File: config.mk
export PLATFORM = sky130hd
export DESIGN_NAME = multi_timer
export DESIGN_NICKNAME = d
export VERILOG_FILES = /design/src/rtl/multi_timer.sv
export SDC_FILE = /design/constraint.sdc
export NUM_CORES = 1
export LEC_CHECK = 0
export ABC_AREA = 1
export CAP_MARGIN = 10
export CORE_UTILIZATION = 45
export CTS_BUF_LIST = sky130_fd_sc_hd__clkbuf_16
export DETAILED_ROUTE_END_ITERATION = 16
export GPL_TIMING_DRIVEN = 0
export PLACE_DENSITY = 0.7
export SLEW_MARGIN = 40
export SYNTH_ARGS = -nofsm -noshare
export SYNTH_HDL_FRONTEND = slang
export SYNTH_SLANG_ARGS = --single-unit
File: constraint.sdc
create_clock -name clk -period 1.9 [get_ports clk]
set_clock_uncertainty 0.2 [all_clocks]
set_input_delay 0.38 -clock clk [delete_from_list [all_inputs] [get_ports clk]]
set_output_delay 0.38 -clock clk [all_outputs]
set_load 0.01 [all_outputs]
File: src/rtl/multi_timer.sv
// rtl/multi_timer.sv - multi-channel one-shot / periodic unit timer
//
// NCH independent timers sharing one clock. Each channel counts a programmed
// number of time units, where one unit is PERIOD = FCLK/SCALE clock cycles.
//
// Parameters
//   FCLK   clock frequency in Hz
//   SCALE  units per second (1 = s, 1000 = ms, 1000000 = us)
//   NCH    number of channels (1..32)
//   CW     unit counter width per channel
//
// Ports
//   clk        in   1       clock, rising edge
//   rst_n      in   1       asynchronous active-low reset
//   start      in   NCH     per-channel start/restart strobe
//   stop       in   NCH     per-channel abort strobe
//   periodic   in   NCH     mode captured with start (1 = periodic)
//   value      in   NCH*CW  unit count captured with start, ch i at [i*CW +: CW]
//   done       out  NCH     one-cycle expiry pulse
//   busy       out  NCH     channel running
//   remaining  out  NCH*CW  units left, ch i at [i*CW +: CW]; 0 when idle
//   irq        out  NCH     sticky expiry flags       (MULTI_TIMER_IRQ_EN only)
//   irq_clr    in   NCH     per-channel flag clear    (MULTI_TIMER_IRQ_EN only)
//
// Build option
//   MULTI_TIMER_IRQ_EN  when defined, adds the sticky irq flags and irq_clr.

module multi_timer #(
    parameter int FCLK  = 100000000,
    parameter int SCALE = 1000,
    parameter int NCH   = 4,
    parameter int CW    = 32
) (
    input  logic              clk,
    input  logic              rst_n,
    input  logic [NCH-1:0]    start,
    input  logic [NCH-1:0]    stop,
    input  logic [NCH-1:0]    periodic,
    input  logic [NCH*CW-1:0] value,
`ifdef MULTI_TIMER_IRQ_EN
    input  logic [NCH-1:0]    irq_clr,
    output logic [NCH-1:0]    irq,
`endif
    output logic [NCH-1:0]    done,
    output logic [NCH-1:0]    busy,
    output logic [NCH*CW-1:0] remaining
);

    localparam int PERIOD = FCLK / SCALE;
    // Prescaler width; a PERIOD of 1 still gets a 1-bit register that stays 0.
    localparam int PW = (PERIOD > 1) ? $clog2(PERIOD) : 1;
    localparam logic [PW-1:0] PRE_MAX = PW'(PERIOD - 1);
    localparam logic [CW-1:0] CNT_ONE = CW'(1);

    typedef enum logic {
        S_IDLE = 1'b0,
        S_RUN  = 1'b1
    } state_t;

    state_t        state_q [NCH];
    state_t        state_d [NCH];
    logic [PW-1:0] pre_q   [NCH];
    logic [PW-1:0] pre_d   [NCH];
    logic [CW-1:0] cnt_q   [NCH];
    logic [CW-1:0] cnt_d   [NCH];
    logic [CW-1:0] rld_q   [NCH];
    logic [CW-1:0] rld_d   [NCH];
    logic          mode_q  [NCH];
    logic          mode_d  [NCH];
    logic [NCH-1:0] done_q;
    logic [NCH-1:0] done_d;

    // Per-channel next state. Priority is start > stop > unit tick, so a start
    // or stop landing on an expiry edge swallows that expiry's done pulse.
    always_comb begin
        for (int i = 0; i < NCH; i++) begin
            state_d[i] = state_q[i];
            pre_d[i]   = pre_q[i];
            cnt_d[i]   = cnt_q[i];
            rld_d[i]   = rld_q[i];
            mode_d[i]  = mode_q[i];
            done_d[i]  = 1'b0;

            if (start[i]) begin
                if (value[i*CW +: CW] != '0) begin
                    rld_d[i]   = value[i*CW +: CW];
                    cnt_d[i]   = value[i*CW +: CW];
                    pre_d[i]   = '0;
                    mode_d[i]  = periodic[i];
                    state_d[i] = S_RUN;
                end else begin
                    // Zero-length request: answer immediately and park idle.
                    done_d[i]  = 1'b1;
                    cnt_d[i]   = '0;
                    pre_d[i]   = '0;
                    state_d[i] = S_IDLE;
                end
            end else if (stop[i]) begin
                cnt_d[i]   = '0;
                pre_d[i]   = '0;
                state_d[i] = S_IDLE;
            end else if (state_q[i] == S_RUN) begin
                if (pre_q[i] == PRE_MAX) begin
                    pre_d[i] = '0;
                    if (cnt_q[i] > CNT_ONE) begin
                        cnt_d[i] = cnt_q[i] - CNT_ONE;
                    end else begin
                        done_d[i] = 1'b1;
                        if (mode_q[i]) begin
                            // Reload on the expiry edge itself so periodic
                            // pulses are exactly N*PERIOD apart.
                            cnt_d[i] = rld_q[i];
                        end else begin
                            cnt_d[i]   = '0;
                            state_d[i] = S_IDLE;
                        end
                    end
                end else begin
                    pre_d[i] = pre_q[i] + PW'(1);
                end
            end
        end
    end

    always_ff @(posedge clk or negedge rst_n) begin
        if (!rst_n) begin
            for (int i = 0; i < NCH; i++) begin
                state_q[i] <= S_IDLE;
                pre_q[i]   <= '0;
                cnt_q[i]   <= '0;
                rld_q[i]   <= '0;
                mode_q[i]  <= 1'b0;
            end
            done_q <= '0;
        end else begin
            for (int i = 0; i < NCH; i++) begin
                state_q[i] <= state_d[i];
                pre_q[i]   <= pre_d[i];
                cnt_q[i]   <= cnt_d[i];
                rld_q[i]   <= rld_d[i];
                mode_q[i]  <= mode_d[i];
            end
            done_q <= done_d;
        end
    end

    // Outputs come straight from flops; cnt is already 0 whenever idle.
    always_comb begin
        for (int i = 0; i < NCH; i++) begin
            busy[i]                = (state_q[i] == S_RUN);
            remaining[i*CW +: CW]  = cnt_q[i];
        end
    end

    assign done = done_q;

`ifdef MULTI_TIMER_IRQ_EN
    logic [NCH-1:0] irq_q;
    logic [NCH-1:0] irq_d;

    // Set is taken from the same edge that raises done and beats a clear.
    always_comb begin
        irq_d = done_d | (irq_q & ~irq_clr);
    end

    always_ff @(posedge clk or negedge rst_n) begin
        if (!rst_n) begin
            irq_q <= '0;
        end else begin
            irq_q <= irq_d;
        end
    end

    assign irq = irq_q;
`endif

endmodule

# Word-level counts from Yosys, hierarchy flattened
# Index checks and enable logic that the tools add are counted.
# Widths: inputs -> output; s select.
dict set report totals {
  in_bits 142
  regBits 336
  wordCells 153
}
dict set report classes {
  n_mux 96
  eq_ne 4
  n_reduce_logical 20
  n_addsub 8
  n_lt_le_gt_ge 4
}
# op count
set ops {}
lappend ops {{$mux 32} 28}
lappend ops {{$mux 17} 16}
lappend ops {{$gt 32x1->1 const B} 4}
lappend ops {{$reduce_bool 32->1} 4}
lappend ops {{$sub 32x1->32 const B} 4}
lappend ops {{$add 17x1->17 const B} 4}
lappend ops {{$eq 17x17->1 const B} 4}
lappend ops {{$mux 1} 52}
lappend ops {{$reduce_bool 3->1} 8}
lappend ops {{$reduce_and 2->1} 8}

# Longest topological paths before layout
# Gate-level depths: netlist of the first run.
dict set report logic_depth {
  word_depth 6
  mapped_depth 13
}

# Worst setup path before layout of the first run
# Ideal clock, no wire load.
dict set report synth_path {
  path_type {register -> register}
  start {reg cnt_q (netlist bit remaining[0])}
  end {reg cnt_q (netlist bit remaining[17])}
  slack_ns -0.122
  setup_ns 0.122
  stages_incl_launch_ff 13
  required_time_ns 1.578
  path_buffers 1
  t_arrival_ns 1.700
  path_cell_list {dfrtp_1 > inv_1 > ha_1 > nand2_2 > nor2_4 > nand2_1 > inv_2 > nand2_4 > nand2_1 > buf_4 > nand2_1 > nand3_1 > a21oi_1}
}
dict set report synth_between {
  elab_chain_len 6
}
# item line
set synth_lines {}
lappend synth_lines {{start, declared} 64} ;# logic [CW-1:0] cnt_q [NCH];
lappend synth_lines {{start signal, assigned by index} 139} ;# cnt_q[i] <= cnt_d[i];
lappend synth_lines {{$sub 32x1->32 / $gt 32x1->1 (equally long branches)} {106, 105}}
lappend synth_lines {{$mux 32 *} 105} ;# if (cnt_q[i] > CNT_ONE) begin
lappend synth_lines {{$mux 32 *} 103} ;# if (pre_q[i] == PRE_MAX) begin
lappend synth_lines {{$mux 32 *} 102} ;# end else if (state_q[i] == S_RUN) begin
lappend synth_lines {{$mux 32 *} 98} ;# end else if (stop[i]) begin
lappend synth_lines {{$mux 32 *} 84} ;# if (start[i]) begin
# Every way passes the cells marked *; elsewhere a longest branch is shown, timed or not. The select of a mux whose other input is x is not followed.
# A chain may end at the register's enable or synchronous reset.

# Worst setup path after layout of the first run
dict set report layout_path {
  start {reg cnt_q (netlist bit remaining[122])}
  end {reg cnt_q (netlist bit remaining[103])}
}
dict set report layout_between {
  elab_chain_len 6
}
# item line
set layout_lines {}
lappend layout_lines {{$gt 32x1->1} 105}
lappend layout_lines {{$mux 32} 105}
lappend layout_lines {{$mux 32} 103}
lappend layout_lines {{$mux 32} 102}
lappend layout_lines {{$mux 32} 98}
lappend layout_lines {{$mux 32} 84}
# Every way passes these cells. The select of a mux whose other input is x is not followed.

==> qor.yml, run 1 <==
status: "finished, violations left"
violations: "hold timing, setup timing"
fmax_mhz: 473
fin_nets: 4145
cts_tree: "built"
synth.most_common_cell: "nand2_1"
avgViaCountPerCell: 5.57
cp.arrival_ps: 2400
crit_fanout: 6
port_buffers: 275
holdWs_ps: -476
grt.total_usage: 0.302
core-area_um2: 47600
yosys_most_used_dff: "dfrtp_1"
multi_input_area_um2: 14500
yosysWarnings: 0
tightest_slew_ps: 884
antenna_found_initial: 0
hpwl_um: 52500
clk_pin_slew_ps: 60
cp_data_required_time_ps: 2190
wl_um: 84200
hold_class: "input port to asynchronous set/reset pin"
syn-instance-count: 3320
diodes: 0
synth_area_leaders: "dfrtp_1 39%, nand2_1 20%, nor2_1 8.8%"
fp.dieW_um: 221
syn_to_final_growth_pct: 52.2
min_period_ps: 2110
peakVddDrop_mv: 0.687
synth_top_family_by_area: "simple AND/OR/NAND/NOR gates"
syn-num-nets: 3474
maxCapViolCount: 0
synth_cell_types: 44
syn_area_um2: 21700
async_flop_share: 1.00
die_area_um2: 49000
grt_pass1_wl_um: 120000
finalHoldViolCount: 105
seq_area_frac_synth: 0.388
synth_xor_area_frac: 0.0238
power-per-cell-area_nw_per_um2: 705
setup_viol: 189
synth-seq-cells: 336
synth_compound_area_frac: 0.0750
gp_congestion: 0.961
cp-start-kind: "flop"
synth_fa_ha_area_frac: 0.00693
start_util: 0.455
yosysTopAreaCell: "dfrtp_1"
gr-total-overflow: 0
synth-edff-count: 0
synth.area.mux_share: 0
rows: 80
insertion_delay_ps: 570
cts_max_level: 2
dr.pass1.iters: 6
drt_iter0_drc: 2510
grt_max_degree: 68
cts_sinks: 336
worstSetupPathType: "flop to flop"
clk_root_buffer_cell: "clkbuf_16"
drive_gt1_frac: 0.324
grt_setup_unrepaired: "yes"
max-slew-margin-rel: 0.411
place_inst: 4215
cp-end-kind: "flop"
ios: 278
fillers: 3689
wl_per_cell_um: 18.2
fin_crit_sh: 1.11
synth_common_cells: "1155 x nand2_1, 506 x nor2_1, 336 x dfrtp_1, 329 x nand3_1, 277 x inv_1"
yosysTopAreaCellShare: 0.388
cts_buffer_depth: 3
slew_viol_final: 0
drc: 0
avgSynthCellArea_um2: 6.53
grt_pass1_vias: 22600
ant_nets: 0
seq_area_um2: 8550
power.leakage_uw: 0.0154
vias: 25800
power_uw: 23200
fin_cells: 4632
die_height_um: 221
fin_ws_ps: -212
synth-simple-area-share: 0.424
cts_made_buffers: 40
## flip-flops by register name, summed over array words and instances, names as in the netlist
name	count
remaining	128
pre_q	68
busy	4
rld_q	128
mode_q	4
done	4
## worst max-delay path, stage by stage (launching register included)
cell and delay [ps]:
dfrtp_2 430, nor2_2 180, nand2_2 100, nor2_2 150, nand2_2 100, nor2_4 240
nand2_8 140, buf_8 160, nand2_1 50, nand3_1 110, a21oi_2 170
## final timing paths
path / cells after the start / slack [ps] / startpoint / endpoint
setup / recovery: 10 / -210 / remaining[122]$_DFFE_PN0P_ / remaining[103]$_DFFE_PN0P_
hold / removal: 1 / -480 / rst_n / remaining[55]$_DFFE_PN0P_
setup reg to reg: 10 / -210 / remaining[122]$_DFFE_PN0P_ / remaining[103]$_DFFE_PN0P_
hold reg to reg: 2 / 270 / rld_q[97]$_DFFE_PN0P_ / rld_q[97]$_DFFE_PN0P_
max in group asynchronous: 3 / 330 / rst_n / remaining[45]$_DFFE_PN0P_
min in group clk: 3 / 0 / value[19] / rld_q[115]$_DFFE_PN0P_
## per-stage QoR
step / util / setup TNS, ps / area [um^2] / hold WS [ps] / setup WS, ps
2_1_floorplan: - / 0 / 21700 / -116 / 0.670
3_3_place_gp: 0.529 / -5261840 / 25200 / 254 / -16340
3_5_place_dp: 0.533 / -226720 / 25400 / 119 / -1150
4_1_cts: 0.603 / -10420 / 28700 / -489 / -164
5_1_grt: 0.692 / -32790 / 33000 / -464 / -281
6_report: 0.692 / -16550 / 33000 / -476 / -212
## what timing repair did
item / CTS / global route
endpoints found under the hold margin: 119 / 67
setup buffers: 188 / 140
hold buffers: 2 / 6
resized for setup: 594 / 826
pin swaps: 37 / 249
cloned: 5 / 14
setup endpoints to repair: 450 / 337
## routing by layer
metal / global-route usage / wire length, um
met5: 0 / 0
met4: 0.114 / 4530
met3: 0.0405 / 6980
met2: 0.496 / 39300
met1: 0.406 / 33400
## final cells by class
| class | count | share of cell area |
|---|---|---|
| multi-input combinational | 2565 | 0.439 |
| sequential | 336 | 0.259 |
| timing repair buffer | 630 | 0.176 |
| inverter | 293 | 0.0340 |
| buffer | 125 | 0.0335 |
| clock buffer | 41 | 0.0311 |
| tap | 615 | 0.0233 |
| clock inverter | 27 | 0.00398 |
## cells in the final DEF (no fill, tap or decap), types with 16 or more instances in the layout
master and instances:
nand2_1 987, nor2_1 366, buf_4 296, inv_1 264, dfrtp_1 220, nand3_1 212, a21oi_1 140, clkdlybuf4s50_1 127
dfrtp_2 116, nand2_2 111, nand3_2 110, nor2_4 99, a21oi_2 79, buf_6 77, nor2_2 73, nand2_4 65
nand4_1 57, clkdlybuf4s15_1 56, clkbuf_16 51, dlygate4sd2_1 44, xor2_1 41, o21ai_0 39, inv_2 35, nor3_1 35
buf_2 34, clkbuf_1 28, buf_8 25, xnor2_1 18, o21ai_1 16
## power breakdown
part           total, uW  internal [uW]  switching (uW)
registers           8790           7910             881
clock network       7100           3890            3210
logic               7360           3220            4140
total              23200          15000            8230
## logic make-up after synthesis
family	after synthesis
adder cells (fa/ha/maj)	12
XOR/XNOR	59
AO/OA/AOI/OAI	314
AND/OR/NAND/NOR	2179
buffers and inverters	420
flip-flops	336
Note: power is estimated with default switching activity, not from simulation.
==> run 2: changes to the inputs <==
--- a/config.mk
+++ b/config.mk
@@ -9,6 +9,7 @@
 export CAP_MARGIN = 10
 export CORE_UTILIZATION = 45
 export CTS_BUF_LIST = sky130_fd_sc_hd__clkbuf_16
+export CTS_CLUSTER_DIAMETER = 150
 export DETAILED_ROUTE_END_ITERATION = 16
 export GPL_TIMING_DRIVEN = 0
 export PLACE_DENSITY = 0.7
==> results of run 2 <==
The final DEF is identical to that of run 1; final timing and power are the same.
